===== src/rtl/mem_arbiter_pkg.sv =====
// mem_arbiter_pkg: shared FSM state and requester id types for the core-memory arbiter
package mem_arbiter_pkg;
  typedef enum logic [1:0] {
    ARB_IDLE  = 2'd0,
    ARB_ISSUE = 2'd1,
    ARB_WAIT  = 2'd2,
    ARB_DONE  = 2'd3
  } mem_arb_state_t;
  typedef enum logic {
    REQ_CPU = 1'b0,
    REQ_DMA = 1'b1
  } mem_req_id_t;
endpackage


===== src/rtl/mem_arbiter_burst_limiter.sv =====
// mem_arbiter_burst_limiter: DMA-over-CPU priority with a cap on consecutive DMA grants
//   clock, reset     : clock, async active-high reset
//   idle_i           : arbiter is in IDLE and may grant this cycle
//   cpu_req_i        : CPU requesting (rd or wr)
//   dma_req_i        : DMA requesting (rd or wr)
//   grant_o          : a grant happens this cycle
//   owner_dma_o      : winner of this cycle's grant (1 = DMA)
module mem_arbiter_burst_limiter
  import mem_arbiter_pkg::*;
#(
  parameter int DMA_BURST_MAX = 4
) (
  input  logic clock,
  input  logic reset,
  input  logic idle_i,
  input  logic cpu_req_i,
  input  logic dma_req_i,
  output logic grant_o,
  output logic owner_dma_o
);
  localparam int CNT_W = $clog2(DMA_BURST_MAX + 2);
  localparam logic [CNT_W-1:0] CAP = CNT_W'(DMA_BURST_MAX);
  logic [CNT_W-1:0] burst_q, burst_d;
  logic cpu_turn;
  always_comb begin
    cpu_turn    = cpu_req_i && (DMA_BURST_MAX != 0) && (burst_q == CAP);
    owner_dma_o = dma_req_i && !cpu_turn;
    grant_o     = idle_i && (cpu_req_i || dma_req_i);
    // counter only tracks DMA grants that made a waiting CPU wait longer
    burst_d = !idle_i      ? burst_q :
              !cpu_req_i   ? '0 :
              !owner_dma_o ? '0 :
              (burst_q == '1) ? burst_q : burst_q + 1'b1;
  end
  always_ff @(posedge clock or posedge reset)
    if (reset) burst_q <= '0;
    else       burst_q <= burst_d;
endmodule


===== src/rtl/mem_arbiter.sv =====
// mem_arbiter: shares one synchronous SRAM between the CPU controller and the DMA channel
//   clock, reset                          : clock, async active-high reset
//   cpu_rd_en/cpu_wr_en/cpu_addr/cpu_wdata: CPU request, held until cpu_finished
//   cpu_rdata, cpu_finished               : CPU read data, one-cycle completion pulse
//   dma_*                                 : same interface for the data-break channel
//   sram_ce/we/addr/wdata, sram_rdata     : SRAM port, one ce cycle per transaction
//   busy, grant_dma, protocol_err         : status (protocol_err is sticky)
module mem_arbiter
  import mem_arbiter_pkg::*;
#(
  parameter int ADDR_W        = 12,
  parameter int DATA_W        = 12,
  parameter int RD_LAT        = 2,
  parameter int DMA_BURST_MAX = 4
) (
  input  logic              clock,
  input  logic              reset,
  input  logic              cpu_rd_en,
  input  logic              cpu_wr_en,
  input  logic [ADDR_W-1:0] cpu_addr,
  input  logic [DATA_W-1:0] cpu_wdata,
  output logic [DATA_W-1:0] cpu_rdata,
  output logic              cpu_finished,
  input  logic              dma_rd_en,
  input  logic              dma_wr_en,
  input  logic [ADDR_W-1:0] dma_addr,
  input  logic [DATA_W-1:0] dma_wdata,
  output logic [DATA_W-1:0] dma_rdata,
  output logic              dma_finished,
  output logic              sram_ce,
  output logic              sram_we,
  output logic [ADDR_W-1:0] sram_addr,
  output logic [DATA_W-1:0] sram_wdata,
  input  logic [DATA_W-1:0] sram_rdata,
  output logic              busy,
  output logic              grant_dma,
  output logic              protocol_err
);
  mem_arb_state_t    state_q, state_d;
  mem_req_id_t       owner_q, owner_d;
  logic              we_q, we_d;
  logic [ADDR_W-1:0] addr_q, addr_d;
  logic [DATA_W-1:0] wdata_q, wdata_d;
  logic [2:0]        lat_q, lat_d;
  logic [DATA_W-1:0] cpu_rdata_q, cpu_rdata_d;
  logic [DATA_W-1:0] dma_rdata_q, dma_rdata_d;
  logic              perr_q, perr_d;
  logic              grant, owner_dma;

  mem_arbiter_burst_limiter #(.DMA_BURST_MAX(DMA_BURST_MAX)) u_limiter (
    .clock      (clock),
    .reset      (reset),
    .idle_i     (state_q == ARB_IDLE),
    .cpu_req_i  (cpu_rd_en | cpu_wr_en),
    .dma_req_i  (dma_rd_en | dma_wr_en),
    .grant_o    (grant),
    .owner_dma_o(owner_dma)
  );

  always_comb begin
    state_d     = state_q;
    owner_d     = owner_q;
    we_d        = we_q;
    addr_d      = addr_q;
    wdata_d     = wdata_q;
    lat_d       = lat_q;
    cpu_rdata_d = cpu_rdata_q;
    dma_rdata_d = dma_rdata_q;
    perr_d      = perr_q | (cpu_rd_en & cpu_wr_en) | (dma_rd_en & dma_wr_en);
    case (state_q)
      ARB_IDLE: if (grant) begin
        state_d = ARB_ISSUE;
        owner_d = owner_dma ? REQ_DMA : REQ_CPU;
        // wr_en dominates so a conflicting rd+wr request executes as a write
        we_d    = owner_dma ? dma_wr_en : cpu_wr_en;
        addr_d  = owner_dma ? dma_addr  : cpu_addr;
        wdata_d = owner_dma ? dma_wdata : cpu_wdata;
      end
      ARB_ISSUE: begin
        state_d = we_q ? ARB_DONE : ARB_WAIT;
        lat_d   = 3'(RD_LAT);
      end
      ARB_WAIT: begin
        lat_d = lat_q - 3'd1;
        if (lat_q == 3'd1) begin
          state_d     = ARB_DONE;
          cpu_rdata_d = (owner_q == REQ_CPU) ? sram_rdata : cpu_rdata_q;
          dma_rdata_d = (owner_q == REQ_DMA) ? sram_rdata : dma_rdata_q;
        end
      end
      default: state_d = ARB_IDLE;
    endcase
  end

  always_ff @(posedge clock or posedge reset)
    if (reset) begin
      state_q     <= ARB_IDLE;
      owner_q     <= REQ_CPU;
      we_q        <= 1'b0;
      addr_q      <= '0;
      wdata_q     <= '0;
      lat_q       <= '0;
      cpu_rdata_q <= '0;
      dma_rdata_q <= '0;
      perr_q      <= 1'b0;
    end else begin
      state_q     <= state_d;
      owner_q     <= owner_d;
      we_q        <= we_d;
      addr_q      <= addr_d;
      wdata_q     <= wdata_d;
      lat_q       <= lat_d;
      cpu_rdata_q <= cpu_rdata_d;
      dma_rdata_q <= dma_rdata_d;
      perr_q      <= perr_d;
    end

  assign sram_ce      = state_q == ARB_ISSUE;
  assign sram_we      = sram_ce & we_q;
  assign sram_addr    = addr_q;
  assign sram_wdata   = wdata_q;
  assign busy         = state_q != ARB_IDLE;
  assign grant_dma    = owner_q == REQ_DMA;
  assign cpu_finished = (state_q == ARB_DONE) && (owner_q == REQ_CPU);
  assign dma_finished = (state_q == ARB_DONE) && (owner_q == REQ_DMA);
  assign cpu_rdata    = cpu_rdata_q;
  assign dma_rdata    = dma_rdata_q;
  assign protocol_err = perr_q;
endmodule


===== config.mk =====
export PLATFORM = sky130hd
export DESIGN_NAME = mem_arbiter
export DESIGN_NICKNAME = d
export VERILOG_FILES = /design/src/rtl/mem_arbiter_pkg.sv /design/src/rtl/mem_arbiter_burst_limiter.sv /design/src/rtl/mem_arbiter.sv
export SDC_FILE = /design/constraint.sdc
export NUM_CORES = 1
export LEC_CHECK = 0
export ABC_AREA = 1
export CORE_ASPECT_RATIO = 0.9
export CORE_UTILIZATION = 44
export DETAILED_ROUTE_END_ITERATION = 16
export HOLD_SLACK_MARGIN = 0.12
export PLACE_DENSITY = 0.8
export SYNTH_ARGS = -nofsm -noshare
export SYNTH_HDL_FRONTEND = slang
export SYNTH_SLANG_ARGS = --single-unit

===== constraint.sdc =====
create_clock -name clock -period 2.5 [get_ports clock]
set_input_delay 0.5 -clock clock [delete_from_list [all_inputs] [get_ports clock]]
set_output_delay 0.5 -clock clock [all_outputs]
set_load 0.01 [all_outputs]

# After elaboration in Yosys (flattened, before gate mapping)
# Index checks and enable logic that the tools add are counted.
[classes]
reduce_logical = 15
n_mux = 12
bitwise = 8
n_addsub = 2
eq_ne = 9
[op_table]
columns = ["operator", "n"]
rows = [
  ["12-bit two-way mux", 2],
  ["3-bit two-way mux", 3],
  ["3-bit == test (second input constant)", 2],
  ["2-bit case mux with 3 select lines", 1],
  ["3-bit case mux with 2 select lines", 1],
  ["2-bit AND reduction", 3],
  ["3-bit AND reduction", 2],
  ["1-bit logical AND", 5],
  ["2-bit == test (second input constant)", 2],
  ["2-bit two-way mux", 2],
  ["2-bit inequality test (second input constant)", 2],
  ["1-bit OR", 4],
  ["2-bit nonzero test", 2],
  ["3-bit by 1-bit adder with 3-bit output (second input constant)", 1],
  ["1-bit bitwise AND", 3],
  ["3-bit by 1-bit == test with 1-bit output (second input constant)", 1],
  ["1-bit two-way mux", 3],
  ["3-bit inequality test (second input constant)", 1],
  ["3-bit by 1-bit subtractor with 3-bit output (second input constant)", 1],
  ["2-bit by 1-bit == test with 1-bit output (second input constant)", 1],
  ["2-bit zero test", 1],
  ["1-bit zero test", 1],
  ["1-bit logical OR", 1],
  ["1-bit NOT", 1],
]
[totals]
register_bits = 59
output_inout_bits = 55
input_bits = 66
word_cells = 56

# Logic depth before layout (Yosys ltp)
# Gate-level depths: netlist of run 1.
[depth]
word_depth = 6
ltp_mapped = 10
ltp_nobuf = 9

# Modules after synthesis
# Synthesis of run 1 repeated with hierarchy kept, for this count alone.
[unflattened]
hier_cells = 320
hier_area_um2 = 2899.0
[by_module_without_submodules]
columns = ["mod", "cells_each", "seq_area_each_um2", "area_per_inst_um2", "n_inst"]
rows = [
  ["mem_arbiter", 289, 1401.3, 2671.3, 1],
  ["mem_arbiter_burst_limiter", 31, 75.1, 227.7, 1],
]

# Worst setup path after synthesis of run 1
# OpenSTA, ideal clock, no wires.
[synth_timing]
path_kind = "register to output"
start = "register state_q[0]"
end = "output busy"
n_path_buf = 1
arrival_ps = 876
path_slack_ps = 1124
stages_incl_launch_ff = 5
required_time_ps = 2000
path_cell_list = "dfrtp_1 inv_1 ha_1 buf_2 inv_1"
[synth_between]
elab_chain_cells = 1
[synth_rtl]
columns = ["element", "line_no", "rtl"]
rows = [
  ["start, declared", "mem_arbiter.sv:39", "mem_arb_state_t state_q, state_d;"],
  ["start signal, assigned", "mem_arbiter.sv:107", "state_q <= state_d;"],
  ["2-bit nonzero test", "mem_arbiter.sv:122", "assign busy = state_q != ARB_IDLE;"],
  ["end, declared", "mem_arbiter.sv:35", "output logic busy,"],
]
# Every way passes these cells.

# Worst setup path in the final report of run 1
[layout_timing]
start = "register state_q[1]"
end = "output busy"
# Same word-level chain as after synthesis.

==> insert_results.sql, run 1 <==
INSERT INTO impl_metrics (metric_group, metric, value, unit) VALUES
('pwr', 'power-per-cell-area', '1075', 'nW/um^2'),
('grt', 'via_count_of_the_first_global_routing_pass', '2665', ''),
('worst_setup_path', 'cp_data_arrival_time', '1840', 'ps'),
('cells_and_area', 'layout_common_cells', '120 x clkdlybuf4s50_1, 111 x nand2_1, 77 x inv_1', ''),
('status', 'outcome', 'completed', ''),
('logic_synthesis', 'synth.largest_area_cell', 'dfrtp_1', ''),
('logic_synthesis', 'syn_area', '3123', 'sq um'),
('cells_and_area', 'design.final.nets', '581', ''),
('worst_setup_path', 'ff2ff_path_depth', '6', ''),
('grt', 'grt-ovfl-total', '0', ''),
('timing', 'setup_tns', '0', 'ps'),
('clock_network', 'clk_latency_worst_skew_pair', '330', 'ps'),
('worst_setup_path', 'endpoint_kind', 'primary output', ''),
('flow_run', 'timing.max_cap.violations', '0', ''),
('worst_setup_path', 'cp_max_fo', '7', ''),
('timing', 'finalHoldViolCount', '0', ''),
('pwr', 'power.leakage', '0.002399', 'uW'),
('timing', 'tightestPinTransition', '477.1', 'ps'),
('timing', 'slew_headroom', '68.16', '%'),
('pwr', 'total_switching_power', '1792', 'uW'),
('routing', 'drt_drc_violations_left', '0', ''),
('place', 'numPortBuffers', '120', ''),
('worst_setup_path', 'cp_slowest_stage_delay', '510', 'ps'),
('grt', 'grt_start_max_net_pins', '60', ''),
('cells_and_area', 'fillers', '566', ''),
('pwr', 'power.switching_fraction', '36.25', '%'),
('grt', 'antenna_violations_before_repair', '0', ''),
('pwr', 'power.combinational.fraction', '45.6', '%'),
('timing', 'clock.fmax', '426.8', 'MHz'),
('worst_setup_path', 'crit-reg2reg-capture', 'sram_wdata[7]$_DFFE_PP0P_', ''),
('logic_synthesis', 'syn_avg_cell_area', '8.028', 'sq um'),
('pwr', 'power_frac_seq', '33.1', '%'),
('logic_synthesis', 'async_flop_share', '100.0', '%'),
('cells_and_area', 'antenna_cells', '0', ''),
('pwr', 'power_frac_clock', '21.3', '%'),
('logic_synthesis', 'synth.top_cells.by_area', 'dfrtp_1 47%, nand2_1 13%, inv_1 9.4%', ''),
('worst_setup_path', 'critical_path.startpoint_type', 'flop', ''),
('cells_and_area', 'multi_input_area', '1240', 'sq um'),
('timing', 'final.min_clock_period', '2343', 'ps'),
('logic_synthesis', 'ys_ff_latch', '59', ''),
('grt', 'grt_first_pass_wirelength', '12680', 'um'),
('clock_network', 'clk_path_buf_depth', '2', ''),
('cells_and_area', 'sequential_cell_area', '1476', 'sq um'),
('place', 'gp_congestion', '0.7389', ''),
('pwr', 'internal-power', '3152', 'uW'),
('grt', 'global_route_usage_over_all_layers', '21.82', '%'),
('worst_setup_path', 'critical-path-slowest-cell', 'clkdlybuf4s50_1', ''),
('routing', 'vias', '2840', ''),
('clock_network', 'clock_tree.htree_level_count', '3', ''),
('die', 'boundaryPins', '121', ''),
('logic_synthesis', 'synth_largest_type_area_fraction', '47.28', '%'),
('logic_synthesis', 'synth-edff-count', '0', ''),
('clock_network', 'tritoncts_num_sinks', '59', ''),
('die', 'std_cell_rows', '28', ''),
('clock_network', 'post-cts-setup-buffers', '0', ''),
('worst_setup_path', 'timing.critical_path.from', 'state_q[1]$_DFFE_PP0P_', ''),
('worst_setup_path', 'critical_path_required', '2000', 'ps'),
('timing', 'final_min_period_over_clock_period', '93.72', '%'),
('clock_network', 'post_cts.resized_instances', '0', ''),
('pwr', 'max-vdd-ir-drop', '622.8', 'uV'),
('clock_network', 'cts_hold_buffers', '0', ''),
('routing', 'detail_route.wirelength', '7882', 'um'),
('cells_and_area', 'final_core_util', '68.40', '%'),
('routing', 'wl_per_cell', '13.11', 'um'),
('worst_setup_path', 'cp_cell_sequence', 'inv_1 -> ha_1 -> inv_1 -> clkdlybuf4s50_1', ''),
('worst_setup_path', 'critical_path_sink', 'busy', ''),
('logic_synthesis', 'yosys_warning_count', '0', ''),
('cells_and_area', 'final_common_cell', 'clkdlybuf4s50_1', ''),
('cells_and_area', 'area.growth.synth_to_final', '47.32', '%'),
('cells_and_area', 'layout-drive-gt1-share', '10.57', '%'),
('logic_synthesis', 'synth_fp_nets', '464', '');
[final cells by class]
class                      count  area share (%)
tap                           90           2.448
timing repair buffer         121           26.54
multi-input combinational    233           26.95
clock inverter                 7           2.529
clock buffer                   9           2.692
sequential                    59           32.09
inverter                      82           6.745
[layer usage]
metal / routed length [um] / global-route usage (%)
met2: 3722 / 36.06
met5: 0 / 0
met3: 470 / 4.352
met1: 3570 / 28.71
met4: 119 / 8.254
[state kept, by name, summed over array words and instances (netlist names)]
| register | flops |
|---|---|
| cpu_rdata | 12 |
| dma_rdata | 12 |
| sram_addr | 12 |
| sram_wdata | 12 |
| lat_q | 3 |
| u_limiter.burst_q | 3 |
| state_q | 2 |
| grant_dma | 1 |
| protocol_err | 1 |
| we_q | 1 |
[cells by family (layout without fill, tap and decap cells)]
| group | count (synthesis) | in the layout | synth area share, % |
|---|---|---|---|
| and+or+nand+nor | 189 | 189 | 30.25 |
| buffers and inverters | 97 | 219 | 13.02 |
| DFF | 59 | 59 | 47.28 |
| AOI/OAI and AO/OA | 35 | 35 | 5.850 |
| adders and majority gates | 9 | 9 | 3.606 |
[worst max-delay path: cells and delay by family, from the launching register on]
kind,cells,cell delay (ps)
buffers and inverters,3,760
DFF,1,420
adders and majority gates,1,340
[synth_stat cells, types with 3 or more instances]
master	n
inv_2	3
nand2_1	111
buf_2	11
nand2_4	5
o21ai_1	14
dfrtp_1	59
buf_6	3
nand3_1	35
o21ai_0	16
nand3_2	21
ha_1	9
nor2_1	10
inv_1	78
[worst min-delay path by stage]
stage                                             to  depth (start not counted)
CTS                         sram_addr[6]$_DFFE_PP0P_                          2
global placement           sram_wdata[7]$_DFFE_PP0P_                          2
finish                     sram_wdata[4]$_DFFE_PP0P_                          2
global route                sram_addr[4]$_DFFE_PP0P_                          2
floorplan           u_limiter.burst_q[1]$_DFFE_PP0P_                          2
detailed placement          sram_addr[6]$_DFFE_PP0P_                          2
[per-stage QoR]
| stage | setup slack (ps) | instance area (sq um) | instances | hold slack (ps) | total power [uW] |
|---|---|---|---|---|---|
| detailed placement | 447.9 | 4360 | 585 | 464.3 | 3902 |
| global route | 55.05 | 4601 | 601 | 505.6 | 5300 |
| global placement | 479.1 | 4360 | 585 | 460.9 | 3833 |
| CTS | 132.5 | 4601 | 601 | 483.3 | 4970 |
| finish | 157.0 | 4601 | 601 | 482.3 | 4944 |
| floorplan | 543.7 | 3123 | 389 | 467.5 | 2829 |
[power by group through the flow]
stage | sequential [uW] | clock [uW] | combinational [uW]
detailed placement | 1640 | 0 | 2270
CTS | 1630 | 1070 | 2270
global placement | 1630 | 0 | 2200
global route | 1690 | 1120 | 2490
finish | 1640 | 1050 | 2250
floorplan | 1770 | 0 | 1060
(Power assumes the default switching activity.)
==> run 2, diff against run 1 <==
Settings changed: RECOVER_POWER set to 50, SKIP_LAST_GASP set to 1.
==> insert_results.sql, run 2 (same netlist as run 1, synthesis figures left out) <==
INSERT INTO impl_metrics (metric_group, metric, value, unit) VALUES
('status', 'outcome', 'completed', ''),
('clock_network', 'cts.reportedPaths.clkPinSlew', '60', 'ps'),
('grt', 'antenna_violations_before_repair', '0', ''),
('die', 'fp.coreArea', '6726', 'sq um'),
('timing', 'drv_slew', '0', ''),
('min_path', 'min_delay_path_depth', '2', ''),
('grt', 'grt_first_pass_wirelength', '12680', 'um'),
('routing', 'drt_drc_violations_left', '0', ''),
('place', 'dp_hpwl', '5533', 'um'),
('cells_and_area', 'final_common_cell', 'nand2_1', ''),
('worst_setup_path', 'crit-reg2reg-capture', 'dma_rdata[10]$_DFFE_PP0P_', ''),
('worst_setup_path', 'cp_cell_sequence', 'inv_1 -> ha_1 -> inv_1 -> clkdlybuf4s50_1', ''),
('timing', 'setup_tns', '0', 'ps'),
('timing', 'rsz_0062_raised_after_global_routing', 'no', ''),
('cells_and_area', 'design.final.nets', '581', ''),
('pwr', 'max-vdd-ir-drop', '620.9', 'uV'),
('routing', 'vias', '2843', ''),
('worst_setup_path', 'cp_data_arrival_time', '1840', 'ps'),
('clock_network', 'cts_tree', 'built', ''),
('routing', 'wl_per_cell', '13.12', 'um'),
('worst_setup_path', 'criticalPathCategory', 'flop to primary output', ''),
('cells_and_area', 'post_route_non_filler_standard_cell_count', '601', ''),
('cells_and_area', 'area.growth.synth_to_final', '46.31', '%'),
('routing', 'antenna_left', '0', ''),
('clock_network', 'cts_hold_buffers', '0', ''),
('die', 'floorplan.die_area', '7439', 'sq um'),
('worst_setup_path', 'setup.reg_to_reg.worst_slack', '570', 'ps'),
('worst_setup_path', 'endpoint_kind', 'primary output', ''),
('place', 'pre_cts_slack', '447.9', 'ps'),
('worst_setup_path', 'cp_slowest_stage_delay', '510', 'ps'),
('worst_setup_path', 'critical_path_required', '2000', 'ps'),
('worst_setup_path', 'timing.rr.start', 'state_q[0]$_DFFE_PP0P_', ''),
('clock_network', 'clk_latency_worst_skew_pair', '330', 'ps'),
('place', 'post-place-cells', '585', ''),
('min_path', 'start_point_of_the_worst_hold_path', 'sram_wdata[4]$_DFFE_PP0P_', ''),
('worst_setup_path', 'worst_path_most_repeated_cell', 'inv_1', ''),
('timing', 'hold_slack', '480.1', 'ps'),
('clock_network', 'tritoncts.num_buffers', '9', ''),
('clock_network', 'post_cts.resized_instances', '0', ''),
('die', 'die_height', '81.93', 'um'),
('grt', 'global_route_usage_over_all_layers', '21.82', '%'),
('clock_network', 'clock_tree.htree_level_count', '3', ''),
('timing', 'slew_headroom', '2.401', '%'),
('worst_setup_path', 'ff2ff_path_depth', '4', ''),
('timing', 'setup_slack', '163.8', 'ps'),
('timing', 'tightestPinTransition', '1464', 'ps'),
('worst_setup_path', 'timing.critical_path.from', 'state_q[1]$_DFFE_PP0P_', ''),
('routing', 'avgViaCountPerCell', '4.730', ''),
('grt', 'grt-ovfl-total', '0', ''),
('place', 'numPortBuffers', '120', ''),
('clock_network', 'clk_path_buf_depth', '2', ''),
('timing', 'finClkSkew', '9.047', 'ps'),
('pwr', 'power.leakage', '0.002371', 'uW'),
('clock_network', 'clock-root-buffer', 'clkbuf_8', ''),
('pwr', 'post-layout-total-power', '4901', 'uW'),
('cells_and_area', 'layout_common_cells', '112 x nand2_1, 111 x clkdlybuf4s50_1, 77 x inv_1', ''),
('grt', 'via_count_of_the_first_global_routing_pass', '2665', ''),
('timing', 'finalHoldViolCount', '0', ''),
('die', 'std_cell_rows', '28', ''),
('timing', 'final_min_period_over_clock_period', '93.45', '%'),
('min_path', 'min_delay_worst_endpoint', 'sram_wdata[4]$_DFFE_PP0P_', ''),
('cells_and_area', 'layout-drive-gt1-share', '9.785', '%'),
('worst_setup_path', 'cp_max_fo', '7', ''),
('die', 'floorplan.initialDensity', '46.43', '%'),
('timing', 'final.min_clock_period', '2336', 'ps'),
('die', 'width_of_the_die', '90.81', 'um'),
('min_path', 'worst_hold_path_type', 'flop to flop', ''),
('worst_setup_path', 'critical-path-slowest-cell', 'clkdlybuf4s50_1', ''),
('place', 'gp_congestion', '0.7389', ''),
('routing', 'detail_route.wirelength', '7886', 'um'),
('timing', 'clock.fmax', '428.1', 'MHz'),
('timing', 'setup-violations-final', '0', ''),
('cells_and_area', 'antenna_cells', '0', ''),
('worst_setup_path', 'critical_path.startpoint_type', 'flop', ''),
('routing', 'drt-initial-drc-count', '132', ''),
('grt', 'grt_start_max_net_pins', '60', ''),
('clock_network', 'tritoncts_num_sinks', '59', ''),
('flow_run', 'timing.max_cap.violations', '0', ''),
('pwr', 'power-per-cell-area', '1073', 'nW/um^2'),
('clock_network', 'post-cts-setup-buffers', '0', ''),
('die', 'boundaryPins', '121', ''),
('routing', 'drt_pre_antenna_iters', '4', '');
==> run 2: per-layer routing <==
layer  global-route usage, %  up-vias  share of wire (%)
li1                        -     1421                  -
met1                   28.71     1321                 45
met2                   36.06       89                 47
met3                   4.352       12                6.2
met5                       0        -                  0
met4                   8.254        0                1.3
==> run 2: area by class of cell <==
type,count,area [sq um]
flip-flops and latches,59,1476
fillers,570,2157
inverters,82,310.3
repair buffers,121,1206
clock inverters,7,116.4
clock buffers,9,123.9
well taps,90,112.6
multi-input cells,233,1224
==> run 2: stage by stage <==
stage               area, sq um  utilization (%)
floorplan                  3123                -
global placement           4360            64.83
detailed placement         4360            64.83
CTS                        4601            68.40
global route               4569            67.93
finish                     4569            67.93
==> run 2: critical path, delay by kind of cell (launching register included) <==
family	cells	cell delay [ps]
buffers and inverters	3	760
flip-flops	1	410
adder cells (fa/ha/maj)	1	340
==> run 2: worst max path at each step <==
stage / to / slack, ps
floorplan: cpu_rdata[0]$_DFFE_PP0P_ / 540
finish: busy / 160
CTS: busy / 130
global placement: we_q$_DFFE_PP0P_ / 480
detailed placement: we_q$_DFFE_PP0P_ / 450
global route: busy / 60
==> run 2: report_power, final <==
group	switching, uW	internal (uW)	total (uW)
Combinational	1120	1100	2220
Clock	394	660	1050
Sequential	261	1370	1630
Total	1780	3130	4900
